**config.mk**
```make
export PLATFORM = sky130hd
export DESIGN_NAME = serial2parallel_align
export DESIGN_NICKNAME = d
export VERILOG_FILES = /design/src/rtl/serial2parallel_align.sv
export SDC_FILE = /design/constraint.sdc
export NUM_CORES = 1
export LEC_CHECK = 0
export CAP_MARGIN = 20
export CORE_ASPECT_RATIO = 0.7
export CORE_MARGIN = 4
export CORE_UTILIZATION = 44
export CTS_CLUSTER_DIAMETER = 200
export CTS_CLUSTER_SIZE = 8
export DETAILED_ROUTE_END_ITERATION = 12
export DONT_BUFFER_PORTS = 1
export PLACE_DENSITY_LB_ADDON = 0.3
export REMOVE_ABC_BUFFERS = 1
export SLEW_MARGIN = 40
export SYNTH_ARGS = -nofsm -noshare
export SYNTH_HDL_FRONTEND = slang
export SYNTH_SLANG_ARGS = --single-unit
```
**constraint.sdc**
```tcl
create_clock -name clk -period 3.6 [get_ports clk]
set_input_delay 0.36 -clock clk [delete_from_list [all_inputs] [get_ports clk]]
set_output_delay 0.36 -clock clk [all_outputs]
set_load 0.02 [all_outputs]
```
**src/rtl/serial2parallel_align.sv**
```systemverilog
// Receive-side deserializer: shifts in one bit per clock, locks onto the K28.5
// comma and hands aligned 10-bit symbols with a valid strobe to the 8b10b decoder.
module serial2parallel_align #(
   parameter logic [9:0] COMMA_NEG    = 10'b0011111010,
   parameter logic [9:0] COMMA_POS    = 10'b1100000101,
   parameter int         SYNC_TIMEOUT = 16
) (
   input  logic       clk,
   input  logic       reset,
   input  logic       in_1b,
   output logic [9:0] out_10b,
   output logic       valid,
   output logic       aligned,
   output logic       comma_det,
   output logic       realign
);

   typedef enum logic {HUNT, SYNC} state_t;

   localparam logic [7:0] TIMEOUT_CNT = 8'(SYNC_TIMEOUT);

   state_t     state_q, state_d;
   logic [9:0] shreg_q, shreg_d;
   logic [9:0] out_q, out_d;
   logic       valid_q, valid_d;
   logic       commaDet_q, commaDet_d;
   logic       realign_q, realign_d;
   logic [3:0] phase_q, phase_d;
   logic [7:0] tcnt_q, tcnt_d;
   logic [7:0] tcntInc;
   logic       isComma;

   // Synchronous reset drops any partially received symbol along with the lock.
   always_ff @(posedge clk) begin
      if (reset) begin
         state_q    <= HUNT;
         shreg_q    <= '0;
         out_q      <= '0;
         valid_q    <= 1'b0;
         commaDet_q <= 1'b0;
         realign_q  <= 1'b0;
         phase_q    <= '0;
         tcnt_q     <= '0;
      end else begin
         state_q    <= state_d;
         shreg_q    <= shreg_d;
         out_q      <= out_d;
         valid_q    <= valid_d;
         commaDet_q <= commaDet_d;
         realign_q  <= realign_d;
         phase_q    <= phase_d;
         tcnt_q     <= tcnt_d;
      end
   end

   // Comma detection runs on the window that includes the bit arriving this edge.
   always_comb begin
      shreg_d    = {shreg_q[8:0], in_1b};
      isComma    = (shreg_d == COMMA_NEG) || (shreg_d == COMMA_POS);
      tcntInc    = (tcnt_q == 8'hFF) ? tcnt_q : tcnt_q + 8'd1;
      state_d    = state_q;
      out_d      = out_q;
      valid_d    = 1'b0;
      commaDet_d = 1'b0;
      realign_d  = 1'b0;
      phase_d    = phase_q;
      tcnt_d     = tcnt_q;

      unique case (state_q)
         HUNT: begin
            if (isComma) begin
               out_d      = shreg_d;
               valid_d    = 1'b1;
               commaDet_d = 1'b1;
               phase_d    = '0;
               tcnt_d     = '0;
               state_d    = SYNC;
            end
         end
         SYNC: begin
            if (phase_q == 4'd9) begin
               out_d      = shreg_d;
               valid_d    = 1'b1;
               commaDet_d = isComma;
               phase_d    = '0;
               if (isComma) begin
                  tcnt_d = '0;
               end else begin
                  tcnt_d = tcntInc;
                  // A boundary symbol that exhausts the comma budget is still delivered.
                  if ((SYNC_TIMEOUT != 0) && (tcntInc == TIMEOUT_CNT)) begin
                     state_d = HUNT;
                  end
               end
            end else if (isComma) begin
               out_d      = shreg_d;
               valid_d    = 1'b1;
               commaDet_d = 1'b1;
               realign_d  = 1'b1;
               phase_d    = '0;
               tcnt_d     = '0;
            end else begin
               phase_d = phase_q + 4'd1;
            end
         end
         default: state_d = HUNT;
      endcase
   end

   assign out_10b   = out_q;
   assign valid     = valid_q;
   assign comma_det = commaDet_q;
   assign realign   = realign_q;
   assign aligned   = (state_q == SYNC);

endmodule
```
==> impl_metrics.py, run 1 <==
metrics = {
    "grt": {
        "antenna_found_initial": 0,
        "grt_overflow": 0,
        "met3_usage_pct": 6.06,
        "grt_busiest_layer": "met1",
        "use_met1_pct": 20.9,
        "grt_max_degree": 24,
        "grt_pass1_wl_um": 4890,
        "grt.total_usage_pct": 14.4,
        "grt_pass1_vias": 989,
        "use_met2_pct": 16.9,
    },
    "floorplanning": {
        "pin_count": 17,
        "start_util_pct": 47.6,
        "dieHeight_um": 57.8,
        "die_w_um": 79.1,
        "coreArea_mm2": 0.00328,
        "rows": 17,
        "dieArea_mm2": 0.00457,
    },
    "clocking": {
        "cts_hold_buf": 0,
        "root_buffer": "clkbuf_8",
        "cts_max_level": 2,
        "path_clk_slew_ns": 0.07,
        "clkSinkCount": 35,
        "cts_buffers": 5,
        "cts.path.max_buffers": 2,
        "cts_setup_buffers": 0,
        "ctsResizeCount": 0,
        "clk_latency_ns": 0.28,
        "cts_tree": "built",
    },
    "synth": {
        "synthCells": 160,
        "syn_area_per_cell_um2": 9.74,
        "ys_ff_latch": 35,
        "yosysWarningCount": 0,
        "synthFlopType": "dfxtp_1",
        "synthDistinctLibCells": 42,
        "ys_seq_area_share_pct": 45.0,
        "syn_area_mm2": 0.00156,
        "ys_async_sr_fraction_pct": 0,
        "yosys.area.top_type": "dfxtp_1",
        "synth_edf_count": 0,
        "yosys.area.top_type_share_pct": 45.0,
        "synth_area_leaders": "dfxtp_1 45%, nor2b_1 5.6%, mux2_2 4.3%, nor2_1 3.1%, nand2_1 2.7%",
    },
    "placement": {
        "io_buffers": 0,
        "placed_area_mm2": 0.00157,
        "place_hpwl_um": 2160,
        "gp_congestion": 0.754,
    },
    "setup_path": {
        "crit_arrival_ns": 2.10,
        "crit_type": "flip-flop to flip-flop",
        "cpLargestDelayFamily": "simple AND/OR/NAND/NOR gates",
        "slowest_stage": "nor3_4",
        "start_kind": "flip-flop",
        "endpoint_kind": "flip-flop",
        "reg2reg_to": "out_10b[4]",
        "r2r-start": "phase_q[1]",
        "slowest_delay_ns": 0.44,
        "worstPathBufferInverterCount": 1,
        "path_max_fanout": 8,
        "cp.required_ns": 3.77,
        "crit_chain": "inv_1 > ha_1 > and4b_1 > nor3_4 > mux2_2",
        "r2r_setup_slack_ns": 1.67,
        "worstRegToRegCells": 5,
    },
    "pwr": {
        "ir_drop_uv": 230,
        "p_leak_nw": 0.614,
        "powerDensity_mw_per_mm2": 411,
    },
    "finish": {
        "fin_area_mm2": 0.00165,
        "utilization_pct": 50.5,
        "layout-drive-gt1-share_pct": 14.5,
        "nets": 165,
        "antenna_cells": 0,
        "area_growth_pct": 6.18,
    },
    "sta": {
        "fin_tns_setup_ns": 0,
        "fmax_ghz": 0.519,
        "final-setup-viol-count": 0,
        "finalHoldViolCount": 0,
        "drv_slew": 0,
        "finClkSkew_ns": 0.00358,
        "relSlewSlack_pct": 68.5,
        "finalCritPeriodShare_pct": 53.5,
        "tightestPinTransition_ns": 0.466,
        "min_period_ns": 1.93,
        "rsz0062_at_grt": "no",
    },
    "run_status": {
        "status": "complete, no violations",
    },
    "hold_path": {
        "min_from": "reset",
        "holdPathEnd": "out_10b[6]",
        "hold_class": "input pin to flip-flop",
        "min_path_cells": 1,
    },
    "drt": {
        "dr.pass1.iters": 4,
        "drt_iter0_markers": 56,
        "drt-total-wl_um": 2990,
        "ant_nets": 0,
        "drc_errors": 0,
        "wl_per_cell_um": 14.5,
        "routed_via_density": 5.58,
        "via_count": 1149,
    },
    "flow_run": {
        "maxCapViolCount": 0,
    },
}
state kept, by name, indices dropped and copies added, names as in the netlist:
| register | flops |
|---|---|
| aligned | 1 |
| comma_det | 1 |
| out_10b | 10 |
| phase_q | 4 |
| realign | 1 |
| shreg_q | 9 |
| tcnt_q | 8 |
| valid | 1 |
Yosys cell counts (2+ instances only):
cell type	n
xor2_1	2
dfxtp_1	35
mux2_2	6
o21ai_0	7
nor2b_1	14
and3_1	2
inv_1	3
ha_1	3
buf_6	2
clkbuf_1	4
nor3b_1	2
a311oi_1	2
nor3_4	2
a31o_2	2
and4b_1	4
a31oi_1	2
nand2_1	11
nand3_1	4
nor3_1	4
nor4b_1	4
nor2_1	13
nand4_1	4
mux2i_1	3
a21oi_1	7
cells in the final DEF (no fill, tap or decap), drive strengths merged, types with 2 or more instances in the layout:
cell,count
a31o,2
and3,3
or3,2
and4b,4
nand3,4
nand4,4
nor4b,4
clkbuf,6
nor2b,14
inv,3
mux2i,3
nand2,11
a31oi,3
a311oi,2
nor3,6
o21ai,8
ha,3
nor3b,2
dfxtp,35
and4,2
a21oi,7
xor2,2
mux2,6
nor2,13
per-layer routing:
metal	routed length (µm)	vias up
li1	-	581
met1	1570	533
met2	1170	28
met3	174	7
met4	75	0
met5	0	-
logic make-up (layout without fill, tap and decap cells):
group / count (synthesis) / count (layout) / share of synthesized area (%)
adders and majority gates: 3 / 3 / 2.41
buffers and inverters: 11 / 10 / 3.94
AOI/OAI and AO/OA: 27 / 27 / 12.0
and+or+nand+nor: 73 / 73 / 29.3
muxes: 9 / 9 / 6.26
xor gates and xnor gates: 2 / 2 / 1.12
DFF: 35 / 35 / 45.0
final cells by class:
class	instances	area (µm²)
Inverter	3	11.3
Clock buffer	6	82.6
Tap cell	47	58.8
Multi-Input combinational cell	114	796
Fill cell	316	1620
Clock inverter	1	5.00
Sequential cell	35	701
report_power, final:
part | total, mW | internal [mW] | leakage (nW) | switching (mW)
sequential | 0.391 | 0.389 | 0.282 | 0.00154
combinational | 0.00840 | 0.00344 | 0.285 | 0.00496
clock | 0.280 | 0.150 | 0.0470 | 0.131
total | 0.679 | 0.542 | 0.614 | 0.137
through the flow:
stage | std cells | power, mW | hold slack, ns | setup slack, ns
floorplan | 152 | 0.405 | 0.429 | 1.92
global placement | 199 | 0.407 | 0.433 | 1.75
detailed placement | 199 | 0.408 | 0.433 | 1.68
CTS | 206 | 0.690 | 0.127 | 1.67
global route | 206 | 0.711 | 0.114 | 1.56
finish | 206 | 0.679 | 0.138 | 1.67
worst max path at each step:
stage	from	to	slack, ns	cells after the start
floorplan	phase_q[1]	out_10b[1]	1.92	5
global placement	phase_q[1]	out_10b[7]	1.75	5
detailed placement	phase_q[1]	out_10b[3]	1.68	5
CTS	phase_q[1]	out_10b[3]	1.67	5
global route	phase_q[1]	out_10b[3]	1.56	5
finish	phase_q[1]	out_10b[4]	1.67	5
Note: power is estimated with default switching activity, not from simulation.
==> inputs of run 2 (changes only) <==
==> constraint.sdc (replaced) <==
create_clock -name clk -period 1.6 [get_ports clk]
set_input_delay 0.16 -clock clk [delete_from_list [all_inputs] [get_ports clk]]
set_output_delay 0.16 -clock clk [all_outputs]
set_load 0.02 [all_outputs]
==> run 2 against run 1 <==
The run now ends with setup timing left. Clock-buffer cell count stayed put. Hold slack worse by 0.037 ns. Final cell count increased by 18%. Clock power up 130%. Critical path type unchanged.
==> impl_metrics.py, run 2 (synthesized netlist as in run 1, its figures left out) <==
metrics = {
    "run_status": {
        "status": "finished with violations",
        "failed_checks": "setup timing",
    },
    "pwr": {
        "powerDensity_mw_per_mm2": 738,
        "ir_drop_uv": 401,
        "p_leak_nw": 0.878,
        "power_mw": 1.57,
    },
    "grt": {
        "grt.total_usage_pct": 17.5,
        "antenna_found_initial": 0,
        "grt_max_degree": 24,
        "grt_pass1_wl_um": 6160,
        "grt_overflow": 0,
        "grt_pass1_vias": 1281,
    },
    "hold_path": {
        "hold_class": "input pin to flip-flop",
    },
    "finish": {
        "multiInputGateArea_um2": 918,
        "regArea_um2": 716,
        "antenna_cells": 0,
        "largest_register_ffs": 10,
        "fin_area_mm2": 0.00213,
        "nets": 203,
        "nFillCells": 257,
        "layout.cells.most_common_list": "27 x dfxtp_1, 21 x buf_4, 14 x nor2b_1, 11 x nand2_1",
        "area_growth_pct": 36.5,
        "layout_commonest_cell": "dfxtp_1",
        "layout-drive-gt1-share_pct": 36.5,
    },
    "setup_path": {
        "endpoint_kind": "flip-flop",
        "start_kind": "flip-flop",
        "crit_chain": "buf_6 > and4b_1 > and3_4 > nor3_4 > buf_12 > mux2_4",
        "slowest_delay_ns": 0.36,
        "crit_arrival_ns": 1.82,
        "cpLargestDelayFamily": "simple AND/OR/NAND/NOR gates",
        "crit_type": "flip-flop to flip-flop",
        "slowest_stage": "dfxtp_4",
        "cp.required_ns": 1.78,
        "worstPathBufferInverterCount": 2,
        "path_max_fanout": 7,
    },
    "placement": {
        "placed_area_mm2": 0.00173,
        "place_hpwl_um": 2520,
        "gp_congestion": 0.782,
        "io_buffers": 0,
    },
    "clocking": {
        "cts_buffers": 5,
        "cts_tree": "built",
        "root_buffer": "clkbuf_8",
        "clkSinkCount": 35,
        "cts.path.max_buffers": 2,
        "cts_max_level": 2,
        "path_clk_slew_ns": 0.07,
        "clk_latency_ns": 0.29,
    },
    "sta": {
        "fin_ws_ns": -0.0416,
        "rsz0062_at_grt": "yes",
        "finalCritPeriodShare_pct": 103,
        "tightestPinTransition_ns": 0.341,
        "fmax_ghz": 0.609,
        "relSlewSlack_pct": 77.2,
        "hold_ws_ns": 0.101,
        "drv_slew": 0,
        "finalHoldViolCount": 0,
        "finClkSkew_ns": 0.00338,
        "min_period_ns": 1.64,
        "final-setup-viol-count": 5,
    },
    "drt": {
        "wl_per_cell_um": 16.9,
        "ant_nets": 0,
        "drt_iter0_markers": 56,
        "routed_via_density": 5.47,
        "drt-total-wl_um": 4130,
        "dr.pass1.iters": 4,
        "drc_errors": 0,
        "via_count": 1334,
    },
    "floorplanning": {
        "rows": 17,
        "start_util_pct": 47.6,
        "coreArea_mm2": 0.00328,
        "dieArea_mm2": 0.00457,
        "dieHeight_um": 57.8,
        "pin_count": 17,
        "die_w_um": 79.1,
    },
    "flow_run": {
        "maxCapViolCount": 0,
    },
}
==> run 2: cell types whose count changed in the layout (fill, tap and decap cells not counted), sizes merged <==
cell / delta
buf: +27
dlygate4sd3: +10
or3: +1
==> run 2: final timing paths <==
kind / start / end / slack [ns] / depth (start not counted)
max: shreg_q[7] / out_10b[3] / -0.04 / 6
max reg2reg: shreg_q[7] / out_10b[3] / -0.04 / 6
min: reset / phase_q[2] / 0.10 / 2
min reg2reg: phase_q[3] / phase_q[3] / 0.53 / 2
==> run 2: cell type report <==
cell class                 instances  area share, %
clock buffer                       6           3.88
sequential                        35           33.7
tap                               47           2.77
clock inverter                     1          0.235
inverter                           3          0.530
timing repair buffer              37           15.7
multi-input combinational        115           43.2
==> run 2: per-stage QoR <==
step / std cells / setup WS (ns) / setup TNS, ns / util [%]
5_1_grt: 244 / -0.0697 / -0.505 / 64.9
6_report: 244 / -0.0416 / -0.199 / 64.9
3_5_place_dp: 221 / -0.0955 / -0.497 / 52.9
4_1_cts: 241 / -0.00658 / -0.00658 / 61.4
3_3_place_gp: 221 / -0.0908 / -0.396 / 52.9
2_1_floorplan: 152 / -0.0842 / -0.477 / -
==> run 2: repair_timing <==
item,in CTS,in global routing
hold endpoints to repair,14,5
gates cloned,0,1
pin swaps,3,12
resized for setup,15,25
endpoints found under the setup margin,8,16
buffers inserted,4,3
hold buffers,9,1
==> run 2: worst register-to-register path, stage by stage, from the launching register on <==
cell	delay [ns]
dfxtp_4	0.36
buf_6	0.11
and4b_1	0.19
and3_4	0.21
nor3_4	0.21
buf_12	0.16
mux2_4	0.30
==> run 2: metal layers <==
| metal | vias up | track usage [%] | part of all wire [%] | wire, µm |
|---|---|---|---|---|
| met5 | - | 0 | 0 | 0 |
| met1 | 636 | 23.6 | 47 | 1950 |
| met4 | 0 | 5.64 | 0.61 | 25 |
| met2 | 37 | 26.1 | 46 | 1900 |
| li1 | 657 | - | - | - |
| met3 | 4 | 6.06 | 6.2 | 256 |
==> run 2: power breakdown <==
part | switching (mW) | internal, mW | total, mW | leakage [nW]
Clock | 0.313 | 0.338 | 0.651 | 0.0470
Sequential | 0.00505 | 0.873 | 0.878 | 0.287
Combinational | 0.0186 | 0.0212 | 0.0398 | 0.544
==> inputs of run 3 (changes only) <==
--- a/config.mk
+++ b/config.mk
@@ -14,6 +14,7 @@
 export DETAILED_ROUTE_END_ITERATION = 12
 export DONT_BUFFER_PORTS = 1
 export PLACE_DENSITY_LB_ADDON = 0.3
+export RECOVER_POWER = 25
 export REMOVE_ABC_BUFFERS = 1
 export SLEW_MARGIN = 40
 export SYNTH_ARGS = -nofsm -noshare
==> results of run 3 <==
Final layout, timing and power as in run 2 (identical DEF).
